`config.mk`:
```
export PLATFORM = sky130hd
export DESIGN_NAME = bus_arbiter_flat
export DESIGN_NICKNAME = d
export VERILOG_FILES = /design/src/rtl/bus_arbiter_pkg.sv /design/src/rtl/bus_arbiter_if.sv /design/src/rtl/bus_arbiter_rr_pick2.sv /design/src/rtl/bus_arbiter.sv /design/src/flat_wrapper.sv
export SDC_FILE = /design/constraint.sdc
export NUM_CORES = 1
export LEC_CHECK = 0
export ABC_CLOCK_PERIOD_IN_PS = 3100
export CELL_PAD_IN_SITES_DETAIL_PLACEMENT = 1
export CELL_PAD_IN_SITES_GLOBAL_PLACEMENT = 1
export CORE_MARGIN = 2
export CORE_UTILIZATION = 31
export DETAILED_ROUTE_END_ITERATION = 12
export PLACE_DENSITY = 0.93
export SYNTH_ARGS = -nofsm -noshare
export SYNTH_HDL_FRONTEND = slang
export SYNTH_SLANG_ARGS = --single-unit
```
`constraint.sdc`:
```
create_clock -name clk -period 3.1 [get_ports clk]
set_input_delay 0.62 -clock clk [delete_from_list [all_inputs] [get_ports clk]]
set_output_delay 0.62 -clock clk [all_outputs]
set_load 0.005 [all_outputs]
```
`src/rtl/bus_arbiter_pkg.sv`:
```
// bus_pkg: shared state encoding, master indices and bus width for the arbiter
package bus_pkg;
  localparam int BUS_W = 32;
  localparam int M0 = 0;
  localparam int M1 = 1;
  typedef enum logic [1:0] {IDLE, ACCESS, ACK} state_t;
endpackage

```
`src/rtl/bus_arbiter_if.sv`:
```
// bus_arbiter_if: two requesting masters plus the shared slave bus
interface bus_arbiter_if;
  import bus_pkg::*;
  logic m0_req, m0_we, m0_ack;
  logic m1_req, m1_we, m1_ack;
  logic [BUS_W-1:0] m0_addr, m0_wdata, m0_rdata;
  logic [BUS_W-1:0] m1_addr, m1_wdata, m1_rdata;
  logic [BUS_W-1:0] address, dataOut, dataIn;
  logic busWriteEnable;
  logic [1:0] grant;
  modport slave (
    input m0_req, m0_we, m0_addr, m0_wdata, m1_req, m1_we, m1_addr, m1_wdata, dataIn,
    output m0_rdata, m0_ack, m1_rdata, m1_ack, address, dataOut, busWriteEnable, grant
  );
  modport master (
    output m0_req, m0_we, m0_addr, m0_wdata, m1_req, m1_we, m1_addr, m1_wdata, dataIn,
    input m0_rdata, m0_ack, m1_rdata, m1_ack, address, dataOut, busWriteEnable, grant
  );
endinterface

```
`src/rtl/bus_arbiter_rr_pick2.sv`:
```
// rr_pick2: two-requester round-robin selector; on contention the master not granted last wins
module rr_pick2 (
  input  logic [1:0] req,
  input  logic       last,
  output logic [1:0] pick
);
  assign pick = &req ? (last ? 2'b01 : 2'b10) : req;
endmodule

```
`src/rtl/bus_arbiter.sv`:
```
// bus_arbiter: two-master round-robin arbiter onto a single-slave bus with fixed wait states
module bus_arbiter
  import bus_pkg::*;
#(
  parameter int WAIT_STATES = 1
) (
  input logic        clk,
  input logic        reset,
  bus_arbiter_if.slave bus
);
  state_t state, nxt;
  logic [3:0] cnt;
  logic owner, last, we;
  logic [BUS_W-1:0] addr, wdata;
  logic [BUS_W-1:0] rdata [2];
  logic [1:0] pick;
  rr_pick2 u_pick (
    .req ({bus.m1_req, bus.m0_req}),
    .last(last),
    .pick(pick)
  );
  always_ff @(posedge clk)
    if (reset) state <= IDLE;
    else state <= nxt;
  always_comb
    nxt = state == IDLE ? (|pick ? ACCESS : IDLE) :
          state == ACCESS ? (cnt == 4'd0 ? ACK : ACCESS) : IDLE;
  // Everything the transaction needs is captured at grant so requesters may drop or change req afterwards
  always_ff @(posedge clk)
    if (reset) begin
      cnt <= '0;
      owner <= 1'b0;
      last <= 1'b1;
      we <= 1'b0;
      addr <= '0;
      wdata <= '0;
      rdata[M0] <= '0;
      rdata[M1] <= '0;
    end else begin
      if (state == IDLE && |pick) begin
        owner <= pick[1];
        last <= pick[1];
        we <= pick[1] ? bus.m1_we : bus.m0_we;
        addr <= pick[1] ? bus.m1_addr : bus.m0_addr;
        wdata <= pick[1] ? bus.m1_wdata : bus.m0_wdata;
        cnt <= 4'(WAIT_STATES);
      end
      if (state == ACCESS && cnt != 4'd0) cnt <= cnt - 4'd1;
      if (state == ACCESS && cnt == 4'd0 && !we) rdata[owner] <= bus.dataIn;
    end
  always_comb begin
    bus.address = state == ACCESS ? addr : '0;
    bus.dataOut = state == ACCESS ? wdata : '0;
    bus.busWriteEnable = state == ACCESS && we;
    bus.grant = state == IDLE ? 2'b00 : (owner ? 2'b10 : 2'b01);
    bus.m0_ack = state == ACK && !owner;
    bus.m1_ack = state == ACK && owner;
    bus.m0_rdata = rdata[M0];
    bus.m1_rdata = rdata[M1];
  end
endmodule

```
`src/flat_wrapper.sv`:
```
// flat-port wrapper written by rule: the top's interface ports become plain ports
module bus_arbiter_flat import bus_pkg::*;
#(
  parameter int WAIT_STATES = 1
)
  (clk, reset, bus_m0_req, bus_m0_we, bus_m0_addr, bus_m0_wdata, bus_m1_req, bus_m1_we, bus_m1_addr, bus_m1_wdata, bus_dataIn, bus_m0_rdata, bus_m0_ack, bus_m1_rdata, bus_m1_ack, bus_address, bus_dataOut, bus_busWriteEnable, bus_grant);
  bus_arbiter_if bus_i ();
  input logic clk;
  input logic reset;
  input wire logic [$bits(bus_i.m0_req)-1:0] bus_m0_req;
  input wire logic [$bits(bus_i.m0_we)-1:0] bus_m0_we;
  input wire logic [$bits(bus_i.m0_addr)-1:0] bus_m0_addr;
  input wire logic [$bits(bus_i.m0_wdata)-1:0] bus_m0_wdata;
  input wire logic [$bits(bus_i.m1_req)-1:0] bus_m1_req;
  input wire logic [$bits(bus_i.m1_we)-1:0] bus_m1_we;
  input wire logic [$bits(bus_i.m1_addr)-1:0] bus_m1_addr;
  input wire logic [$bits(bus_i.m1_wdata)-1:0] bus_m1_wdata;
  input wire logic [$bits(bus_i.dataIn)-1:0] bus_dataIn;
  output wire logic [$bits(bus_i.m0_rdata)-1:0] bus_m0_rdata;
  output wire logic [$bits(bus_i.m0_ack)-1:0] bus_m0_ack;
  output wire logic [$bits(bus_i.m1_rdata)-1:0] bus_m1_rdata;
  output wire logic [$bits(bus_i.m1_ack)-1:0] bus_m1_ack;
  output wire logic [$bits(bus_i.address)-1:0] bus_address;
  output wire logic [$bits(bus_i.dataOut)-1:0] bus_dataOut;
  output wire logic [$bits(bus_i.busWriteEnable)-1:0] bus_busWriteEnable;
  output wire logic [$bits(bus_i.grant)-1:0] bus_grant;
  assign bus_i.m0_req = bus_m0_req;
  assign bus_i.m0_we = bus_m0_we;
  assign bus_i.m0_addr = bus_m0_addr;
  assign bus_i.m0_wdata = bus_m0_wdata;
  assign bus_i.m1_req = bus_m1_req;
  assign bus_i.m1_we = bus_m1_we;
  assign bus_i.m1_addr = bus_m1_addr;
  assign bus_i.m1_wdata = bus_m1_wdata;
  assign bus_i.dataIn = bus_dataIn;
  assign bus_m0_rdata = bus_i.m0_rdata;
  assign bus_m0_ack = bus_i.m0_ack;
  assign bus_m1_rdata = bus_i.m1_rdata;
  assign bus_m1_ack = bus_i.m1_ack;
  assign bus_address = bus_i.address;
  assign bus_dataOut = bus_i.dataOut;
  assign bus_busWriteEnable = bus_i.busWriteEnable;
  assign bus_grant = bus_i.grant;
  bus_arbiter #(.WAIT_STATES(WAIT_STATES)) u_core (.clk(clk), .reset(reset), .bus(bus_i));
endmodule
```
# == Yosys cells after proc, flatten, opt, wreduce, memory -nomap -nowiden ==
# Memory sizes are Yosys's and may differ from the RTL's.
# Index checks and enable logic that the tools add are counted.
# totals
n_memories,1
mem_bits_rw,64
register_bits,73
output_inout_bits,133
input_bits,166
elab_cells,50
# op_classes
n_eq_ne,2
add_sub_neg,1
n_reduce_logical,16
n_mux,23
# memory_table
name,words,width,rd,rd_clocked_by_memory_dff,wr,line,source
u_core.rdata,2,32,2,0,2,bus_arbiter.sv:15,logic [BUS_W-1:0] rdata [2];
# op_table
operator,n
$mux W32,5
$reduce_or A32 Y1,1
$mux W2,7
$mux W1,9
$mux W4,2
$logic_and A1 B1 Y1,7
$logic_not A4 Y1,1
$reduce_bool A4 Y1,1
$sub A4 B1 Y4 const B,1
$eq A2 B1 Y1 const B,1
$eq A2 B2 Y1 const B,1
$logic_not A1 Y1,2
$logic_not A2 Y1,1
$reduce_and A2 Y1,1
$reduce_bool A2 Y1,1
$reduce_or A2 Y1,1

# == Depth between registers and ports, before layout ==
# depth
depth_word,8
ltp_mapped,7
ltp_nobuf,5

# == Hierarchy ==
# A second synthesis with hierarchy kept.
# hier_totals
hier_cells,558
area_unflattened_um2,6211.0
# modules_own_cells
mod,n_inst,area_each_um2,cells_each,seq_area_each_um2
bus_arbiter,1,6192.2,555,3383.2
rr_pick2,1,18.8,3,0.0

# == Least setup slack after synthesis ==
# OpenSTA, ideal clock, no wires.
# synth_timing
kind,flip-flop to flip-flop
startpoint,register u_core.cnt[0]
endpoint,"memory u_core.rdata[0][0], enable pin"
path_slack_ps,907
path_buffers,1
synth_period_minus_slack_ps,2193
t_arrival_ps,1818
t_required_ps,2725
setup_ps,375
path_stages_with_launch,7
cell_sequence,dfxtp_1 inv_1 ha_1 or3b_1 buf_6 nor4b_4 or2_2
# synth_rtl
element,line,source
"start, declared",bus_arbiter.sv:12,logic [3:0] cnt;
"start signal, assigned",bus_arbiter.sv:46,cnt <= 4'(WAIT_STATES);
"start signal, assigned",bus_arbiter.sv:48,if (state == ACCESS && cnt != 4'd0) cnt <= cnt - 4'd1;
"end, declared",bus_arbiter.sv:15,

# == Final worst setup path ==
# layout_timing
startpoint,register u_core.state[0]
endpoint,output port bus_address[17]
# layout_via
elab_chain_cells,2
# layout_rtl
element,line,source
"start, declared",bus_arbiter.sv:11,"state_t state, nxt;"
"start signal, assigned",bus_arbiter.sv:24,else state <= nxt;
$eq A2 B1 Y1,bus_arbiter.sv:52,bus.address = state == ACCESS ? addr : '0;
$mux W32,bus_arbiter.sv:52,
"end, declared",flat_wrapper.sv:23,output wire logic [$bits(bus_i.address)-1:0] bus_address;
# No other way between the ends.

==> impl_metrics.toml <==
[sta]
worst_pin_slew_ns = 0.873
period_minus_slack_ns = 2.69
clock_skew_ns = 0.00692
timing.setup.tns_ns = 0
finalHoldViolCount = 0
finalSetupViolations = 0
min_period_over_period_pct = 86.9
clock.fmax_ghz = 0.371
slew_violations = 0
setup_slack_ns = 0.406
max-slew-margin-rel_pct = 41.8
rsz0062_at_grt = "false"

[place]
dp_cells = 1088
portBuffers = 298
preCtsSetupSlack_ns = 0.507
gp_congestion = 0.786
dp_hpwl_um = 15200

[clock_tree]
clkLatencyLatePin_ns = 0.42
post_cts_resized = 0
post_cts_buffers = 0
cts_tree = "done"
clock_sinks = 137
clk_pin_slew_ns = 0.06
h-tree-depth = 4
clockBufferDepth = 2
cts_hold_buf = 0
cts-root-buf = "clkbuf_16"
numCtsBuffers = 17

[die]
floorplan.die_area_um2 = 21300
coreArea_um2 = 19700
num_rows = 51
die_h_um = 146
initial_core_util_pct = 31.8
die_w_um = 146
ioPinCount = 299

[logic_synthesis]
seq_area_frac_synth_pct = 54.1
ys_warn_count = 0
synth_area_leader_cell = "edfxtp_1"
yosysMostFrequentCell = "and2_1"
synthArstFlopShare_pct = 0
syn-cell-area_um2 = 6260
avgSynthCellArea_um2 = 11.2
syn_inst = 560
synth_commonest_cells = "and2_1, dfxtp_1, a21oi_1"
synth_edf_count = 64
yosysUniqueCellTypes = 40
synth_top_area_share_pct = 30.7
synth_area_leaders = "edfxtp_1, dfxtp_1, and2_1, mux2i_1, a211oi_1"
ys.flop_type = "dfxtp_1"
synth-seq-cells = 137
synth.net_count = 728

[grt]
grtUsageTotal_pct = 19.5
first_global_vias = 5655
grt_max_degree = 74
antenna_found_initial = 0
grt_pass1_wl_um = 32500
overflow = 0

[setup_path]
reg2reg_slack_ns = 0.78
cp.arrival_ns = 2.07
critPathMaxFanout = 73
start_kind = "flop"
setup.worst_path.end_class = "output port"
crit_type = "reg -> out"
worst-endpoint-required_ns = 2.48

[worst_hold_path]
hold_class = "reg -> reg"

[route]
drt-wirelength-per-cell_um = 18.6
vias = 5471
wl_um = 20900
drcViolationCount = 0
first_iter_violations = 206
viasPerCell = 4.88
ant_nets = 0
dr.pass1.iters = 4

[layout]
diodes = 0
fillers = 2141
layout-drive-gt1-share_pct = 9.94
multi_input_area_um2 = 2650
fin_nets = 1010
stdcell_count = 1120
regArea_um2 = 3380
area_growth_pct = 60.9

[flow_run]
drv_cap = 0

[power]
p_per_area_nw_per_um2 = 527
worst_ir_drop_vdd_v = 0.000342
p_leak_uw = 0.00373

[run_status]
status = "complete, no violations"
logic make-up after synthesis:
family / Yosys count / synth area share (%)
and+or+nand+nor: 156 / 16.4
AOI/OAI and AO/OA: 144 / 14.7
adders and majority gates: 2 / 0.400
DFF: 137 / 54.1
muxes: 65 / 10.4
buffers and inverters: 56 / 4.10
layer usage:
layer	track usage (%)	up-vias	share of wire, %
li1	-	2592	-
met1	23.2	2642	42
met2	34.6	218	50
met3	5.88	19	6.6
met4	4.37	0	1.1
met5	0	-	0
cell type report:
cell class                 instances  area share, %
timing repair buffer             315           31.1
inverter                           4          0.149
sequential                       137           33.6
clock inverter                    15           1.29
multi-input combinational        367           26.3
clock buffer                      17           4.23
tap                              265           3.29
worst paths after layout:
kind / start / end / depth (start not counted)
setup / recovery: u_core.state[0] / bus_address[17] / 4
hold / removal: u_core.addr[9] / u_core.addr[9] / 2
setup reg to reg: u_core.cnt[0] / u_core.rdata[1][21] / 6
hold reg to reg: u_core.addr[9] / u_core.addr[9] / 2
critical path, stage by stage (launching register included):
cell and delay (ns):
dfxtp_1 0.44, nor2b_4 0.21, buf_12 0.27, and2_1 0.18
clkdlybuf4s50_1 0.54
where the power goes:
part           switching, uW  total, uW  internal (uW)
logic                    548       1190            647
registers               96.8       2190           2090
clock network            869       1920           1050
registers in the layout (all words and copies together), names as in the netlist:
signal	cells
u_core.owner	1
u_core.last	1
u_core.cnt	4
u_core.wdata	32
u_core.we	1
u_core.state	2
u_core.rdata	64
u_core.addr	32
through the flow:
step | power, uW | area (um^2) | util, % | hold WS [ns]
final | 5300 | 10100 | 51.2 | 0.517
after global routing | 5560 | 10100 | 51.2 | 0.550
after CTS | 5370 | 10100 | 51.2 | 0.523
after detailed placement | 3440 | 9510 | 48.4 | 0.516
after global placement | 3390 | 9510 | 48.4 | 0.498
after floorplan | 2770 | 6260 | - | 0.479
cell usage in the layout (no fill, tap or decap), types with 2 or more instances in the layout:
| cell | count |
|---|---|
| a221o_2 | 2 |
| inv_1 | 4 |
| a21oi_1 | 69 |
| dfxtp_1 | 73 |
| nor2_1 | 4 |
| nand2_1 | 2 |
| or2_2 | 4 |
| edfxtp_1 | 64 |
| clkdlybuf4s50_1 | 297 |
| and2_2 | 22 |
| mux2i_1 | 65 |
| a211oi_1 | 65 |
| clkbuf_16 | 17 |
| inv_8 | 3 |
| inv_6 | 5 |
| buf_12 | 2 |
| and2_1 | 108 |
| clkinv_4 | 2 |
| nor2_4 | 2 |
| clkinvlp_4 | 4 |
| ha_1 | 2 |
| buf_4 | 15 |
No activity file was read; power rests on OpenSTA's default activity.
